### src/rtl/serial_adder_pkg.sv
// Shared types and constants for the bit-serial adder.
// Holds the FSM state encoding and the default operand width.
package serial_adder_pkg;

    localparam int SA_DEFAULT_WIDTH = 8;

    typedef enum logic [1:0] {
        IDLE = 2'd0,
        RUN  = 2'd1,
        DONE = 2'd2
    } state_e;

endpackage

### src/rtl/serial_adder_fa_bit.sv
// Single-bit full adder used by the serial adder datapath.
// Ports: a, b, c (inputs) -> s (sum bit), co (carry out).
module fa_bit (
    input  logic a,
    input  logic b,
    input  logic c,
    output logic s,
    output logic co
);

    assign s  = a ^ b ^ c;
    assign co = (a & b) | (a & c) | (b & c);

endmodule

### src/rtl/serial_adder.sv
// Bit-serial adder: one bit per clock, LSB first, result after WIDTH cycles.
// Ports: clk, reset (async high), start, a, b, cin -> busy, done, sum, cout.
module serial_adder
    import serial_adder_pkg::*;
#(
    parameter int WIDTH = SA_DEFAULT_WIDTH
) (
    input  logic             clk,
    input  logic             reset,
    input  logic             start,
    input  logic [WIDTH-1:0] a,
    input  logic [WIDTH-1:0] b,
    input  logic             cin,
    output logic             busy,
    output logic             done,
    output logic [WIDTH-1:0] sum,
    output logic             cout
);

    localparam int CW = $clog2(WIDTH) + 1;
    localparam logic [CW-1:0] LAST = CW'(WIDTH - 1);

    state_e           state_q, state_d;
    logic [WIDTH-1:0] a_q, a_d;
    logic [WIDTH-1:0] b_q, b_d;
    logic [WIDTH-1:0] sum_q, sum_d;
    logic             carry_q, carry_d;
    logic             cout_q, cout_d;
    logic [CW-1:0]    cnt_q, cnt_d;
    logic             fa_s, fa_co;
    logic             accept;

    fa_bit u_fa (
        .a  (a_q[0]),
        .b  (b_q[0]),
        .c  (carry_q),
        .s  (fa_s),
        .co (fa_co)
    );

    // Start is honoured in IDLE and DONE, never mid-operation.
    assign accept = start && (state_q != RUN);

    always_comb begin
        state_d = state_q;
        a_d     = a_q;
        b_d     = b_q;
        sum_d   = sum_q;
        carry_d = carry_q;
        cout_d  = cout_q;
        cnt_d   = cnt_q;
        if (accept) begin
            a_d     = a;
            b_d     = b;
            carry_d = cin;
            cnt_d   = '0;
            state_d = RUN;
        end else begin
            unique case (state_q)
                IDLE: state_d = IDLE;
                RUN: begin
                    a_d     = a_q >> 1;
                    b_d     = b_q >> 1;
                    carry_d = fa_co;
                    // New bit enters at the MSB; written as a shift/or so
                    // it stays legal when WIDTH is 1.
                    sum_d   = (sum_q >> 1) | (WIDTH'(fa_s) << (WIDTH - 1));
                    cnt_d   = cnt_q + CW'(1);
                    if (cnt_q == LAST) begin
                        cout_d  = fa_co;
                        state_d = DONE;
                    end
                end
                DONE:    state_d = IDLE;
                default: state_d = IDLE;
            endcase
        end
    end

    always_ff @(posedge clk or posedge reset) begin
        if (reset) begin
            state_q <= IDLE;
            a_q     <= '0;
            b_q     <= '0;
            sum_q   <= '0;
            carry_q <= 1'b0;
            cout_q  <= 1'b0;
            cnt_q   <= '0;
        end else begin
            state_q <= state_d;
            a_q     <= a_d;
            b_q     <= b_d;
            sum_q   <= sum_d;
            carry_q <= carry_d;
            cout_q  <= cout_d;
            cnt_q   <= cnt_d;
        end
    end

    assign busy = (state_q == RUN);
    assign done = (state_q == DONE);
    assign sum  = sum_q;
    assign cout = cout_q;

endmodule

### config.mk
export PLATFORM = sky130hd
export DESIGN_NAME = serial_adder
export DESIGN_NICKNAME = d
export VERILOG_FILES = /design/src/rtl/serial_adder_pkg.sv /design/src/rtl/serial_adder_fa_bit.sv /design/src/rtl/serial_adder.sv
export SDC_FILE = /design/constraint.sdc
export NUM_CORES = 1
export LEC_CHECK = 0
export BUFFER_PORTS_ARGS = -buffer_cell sky130_fd_sc_hd__buf_2
export CAP_MARGIN = 20
export CELL_PAD_IN_SITES_DETAIL_PLACEMENT = 0
export CELL_PAD_IN_SITES_GLOBAL_PLACEMENT = 1
export CORE_MARGIN = 10
export CORE_UTILIZATION = 40
export CTS_CLUSTER_SIZE = 14
export DETAILED_ROUTE_END_ITERATION = 10
export GPL_TIMING_DRIVEN = 0
export HOLD_SLACK_MARGIN = 0.12
export PLACE_DENSITY = 0.87
export SLEW_MARGIN = 20
export SYNTH_ARGS = -nofsm -noshare
export SYNTH_HDL_FRONTEND = slang
export SYNTH_SLANG_ARGS = --single-unit
### constraint.sdc
create_clock -name clk -period 1.4 [get_ports clk]
set_input_delay 0.07 -clock clk [delete_from_list [all_inputs] [get_ports clk]]
set_output_delay 0.07 -clock clk [all_outputs]
set_load 0.01 [all_outputs]
# Yosys cells after proc, flatten, opt, wreduce, memory -nomap -nowiden
# Cells that the tools add are included.
[totals]
ff_bits = 32
input_bits = 20
output_inout_bits = 11
word_cells = 37
[op_classes]
n_addsub = 1
n_eq_ne = 5
muxes = 11
n_bitwise = 9
n_reduce_logical = 4
[ops]
columns = ["op", "n"]
rows = [
  ["2-to-1 mux 8 bit", 4],
  ["2-to-1 mux 4 bit", 2],
  ["OR 7 x 8 -> 8 bit", 1],
  ["2-to-1 mux 2 bit", 3],
  ["adder 4 x 1 -> 4 bit, second input constant", 1],
  ["equality test 4 x 3 -> 1 bit, second input constant", 1],
  ["AND 1 bit", 3],
  ["!= test 3 x 1 -> 1 bit, second input constant", 1],
  ["AND reduction 3 bit", 1],
  ["equality test 2 x 1 -> 1 bit, second input constant", 1],
  ["equality test 2 bit, second input constant", 1],
  ["2-to-1 mux 1 bit", 2],
  ["!= test 2 x 1 -> 1 bit, second input constant", 1],
  ["OR 1 bit", 2],
  ["AND reduction 2 bit", 1],
  ["nonzero test 2 bit", 1],
  ["bitwise XOR 1 bit", 2],
  ["logical AND 1 bit", 1],
  ["NOT 1 bit", 1],
]

# Depth between registers and ports, before layout
[depth]
word_depth = 5
ltp_mapped = 5
depth_no_buf = 3

# Cells and area by module
# A second synthesis with hierarchy kept.
[hier_totals]
hier_cells = 118
hier_area_um2 = 1428.9
[modules_own_cells]
columns = ["module", "instances", "cells_per_inst", "area_each_um2", "seq_area_each_um2"]
rows = [
  ["serial_adder", 1, 117, 1408.9, 800.8],
  ["fa_bit", 1, 1, 20.0, 0.0],
]

# Worst setup path before layout
# OpenSTA, ideal clock, no wires.
[synth_timing]
kind = "flip-flop to flip-flop"
start = "reg state_q[1]"
end = "reg cout_q, in the netlist cout"
setup_time_ns = 0.125
t_arrival_ns = 1.086
required_time_ns = 1.275
path_slack_ns = 0.189
stages_incl_launch_ff = 4
path_buffers = 0
period_less_slack_ns = 1.211
cell_sequence = "dfrtp_1 -> nor2b_4 -> and4b_4 -> mux2_4"
[synth_between]
elab_chain_cells = 4
word_cells_on_any_way = 5
classes_between = "eq/ne: 2; bitwise: 1; reduce/logical: 2"
[synth_lines]
columns = ["element", "line", "source"]
rows = [
  ["from (decl)", "serial_adder.sv:23", "state_e state_q, state_d;"],
  ["from (signal assigned)", "serial_adder.sv:90", "state_q <= state_d;"],
  ["!= test 2 x 1 -> 1 bit", "serial_adder.sv:42", "assign accept = start && (state_q != RUN);"],
  ["logical AND 1 bit", "serial_adder.sv:42", ""],
  ["NOT 1 bit (no source line)", "--", ""],
  ["AND reduction 3 bit (no source line) *", "--", ""],
  ["to (signal assigned)", "serial_adder.sv:95", "cout_q <= cout_d;"],
  ["to (decl)", "serial_adder.sv:28", "logic cout_q, cout_d;"],
]
# Every way passes the cells marked *; elsewhere a longest branch is shown, timed or not.
# A chain may end at the register's enable or synchronous reset.

# Worst setup path in the final report
# Ends and elaborated chain as after synthesis.

==> reports/metrics.cfg <==
[outcome]
status = finished, final reports clean

[logic_synthesis]
yosysSeqAreaShare_pct = 56.2
async_reset_ff_share_pct = 100
synth_nets = 139
postSynthCellCount = 117
ys_seq_elements = 32
synth-main-ff-cell = dfrtp_1
avgSynthCellArea_sq_um = 12.2
yosysWarnings = 0
netlist_area_sq_mm = 0.00142
synth_top_area_share_pct = 56.2
yosysTopAreaCell = dfrtp_1
synth_edf_count = 0
synth_cell_type_count = 22
synthTopCellsByArea = dfrtp_1 (56%), mux2i_1 (12%), mux2_2 (7.1%)

[worst_setup_path]
r2r_cells = 4
worst-path-buf-inv = 1
worstPathCellList = nor2b_4 -> buf_4 -> and4b_4 -> mux2_4
r2r-end = cout
cp_data_arrival_time_ns = 1.59
slowest_stage = dfrtp_1
cp.depth = 4
required_ns = 1.62
max_stage_delay_ns = 0.42
r2r-start = state_q[1]
cp-startpoint = state_q[1]
setup.worst_path.end = cout
critPathKind = reg -> reg
rrSetupSlack_ns = 0.03
end_kind = register
path_delay_family = flip-flops
cp_max_fo = 5
start_kind = register

[sta]
period_needed_ns = 1.37
fin_crit_sh_pct = 97.7
worst_slack_ns = 0.0323
rsz0062_at_grt = true
hold_viol = 0
holdWs_ns = 0.153
slew_headroom_pct = 56.6
setup-violations-final = 0
fmax_mhz = 731
maxSlewViolCount = 0
skew_ns = 0.0118
worst_slew_pin_slew_ns = 0.649

[job]
maxCapViolCount = 0

[detailed_routing]
wire_per_inst_um = 13.5
initialDrtViolationCount = 49
vias = 1040
drtAntennaViolNets = 0
drc = 0
first_pass_iters = 4
routed_via_density = 4.73
wirelength_mm = 2.98

[grt]
overflow = 0
grt_usage_pct = 10.3
grt_max_degree = 33
grt_pass1_vias = 1102
grt_pass1_wl_mm = 5.23
antenna_found_initial = 0

[cts]
cts.sinks = 32
cts_tree = built
cts-root-buf = clkbuf_4
cts_max_path_buffers = 2
htree_num_levels = 2
clk_pin_slew_ns = 0.10
cts_buffers = 5
clock_latency_ns = 0.32

[cells_and_area]
final_cell_mix = dfrtp_1 (32), buf_2 (29), dlygate4sd3_1 (20), mux2i_1 (17), nand2_1 (17)
fin_nets = 196
antennaDiodeCount = 0
final_common_cell = dfrtp_1
area_growth_pct = 33.5
drive_gt1_share_pct = 33.3
utilization_pct = 56.1

[floorplan]
pin_count = 31
rows = 21
start_util_pct = 42.0
die_x_um = 79.7
core-area_sq_mm = 0.00339
die_h_um = 79.7
dieArea_sq_mm = 0.00635

[power_and_ir_drop]
vdd_ir_drop_max_mv = 0.901
p_leak_nw = 0.946
power_density_mw_per_mm2 = 1950
p_total_mw = 3.70

[placement]
io_buffers = 29
place_ws_ns = 0.0961
place_congestion = 0.729
hpwl_mm = 2.12

[hold_path]
hold_path.class = in -> reg

## logic make-up (layout without fill, tap and decap cells)
family	Yosys count	after routing	share of synthesized area, %
mux	27	27	20.1
fa+ha+maj	2	2	2.28
compound gates	20	20	7.47
simple gates	28	28	9.67
flops	32	32	56.2
buf+inv	8	65	4.22
## where the power goes
part / internal [mW] / leakage (nW) / switching, mW / total (mW)
logic: 0.775 / 0.500 / 0.745 / 1.52
clock network: 0.285 / 0.0374 / 0.284 / 0.569
registers: 1.34 / 0.408 / 0.267 / 1.61
total: 2.40 / 0.946 / 1.30 / 3.70
## per-layer routing
metal	global-route usage [%]	vias up	wire, um
met1	12.5	496	1370
met2	16.1	23	1430
met5	0	-	0
met3	4.62	0	175
met4	2.69	0	0
li1	-	521	-
## Yosys cell counts, drive strengths merged (2+ instances only)
cell type / count
mux2i: 17
mux2: 10
dfrtp: 32
a31oi: 2
nor2: 4
nand2: 17
nand2b: 2
o21ai: 16
buf: 6
## through the flow
step                      setup TNS (ns)  cells  cell area (sq um)
after detailed placement               0    192               1630
after global routing            -0.00748    220               1900
final                                  0    220               1900
after floorplan                        0    117               1420
after global placement                 0    192               1630
after CTS                              0    219               1890
## final cells by class
cell class / instances / area, sq um
timing repair buffer: 51 / 360
sequential: 32 / 801
multi-input combinational: 77 / 563
clock buffer: 7 / 65.1
buffer: 6 / 50.0
fill: 302 / 1490
tap: 46 / 57.6
inverter: 1 / 3.75
## timing repair
action | in CTS | in global routing
buffers inserted | 1 | 1
endpoints found under the setup margin | 1 | 12
endpoints found under the hold margin | 53 | 0
pin swaps | 0 | 0
hold buffers | 20 | 0
resized for setup | 0 | 2
## how the worst min path moves through the flow
stage	from	cells after the start	slack [ns]	end
2_1_floorplan	reset	1	0.19	a_q[0]
3_3_place_gp	b[7]	3	0.32	b_q[7]
3_5_place_dp	reset	2	0.20	b_q[7]
4_1_cts	start	3	0.13	a_q[7]
5_1_grt	start	3	0.13	a_q[7]
6_report	start	3	0.15	a_q[7]
## worst reg2reg max path: stages (launching register included)
cell	delay, ns
dfrtp_1	0.42
nor2b_4	0.14
buf_4	0.15
and4b_4	0.27
mux2_4	0.30
## state kept, by name, summed over array words and instances (netlist names)
name / cells
a_q: 8
b_q: 8
sum: 8
cnt_q: 4
state_q: 2
carry_q: 1
cout: 1
Note: power is estimated with default switching activity, not from simulation.
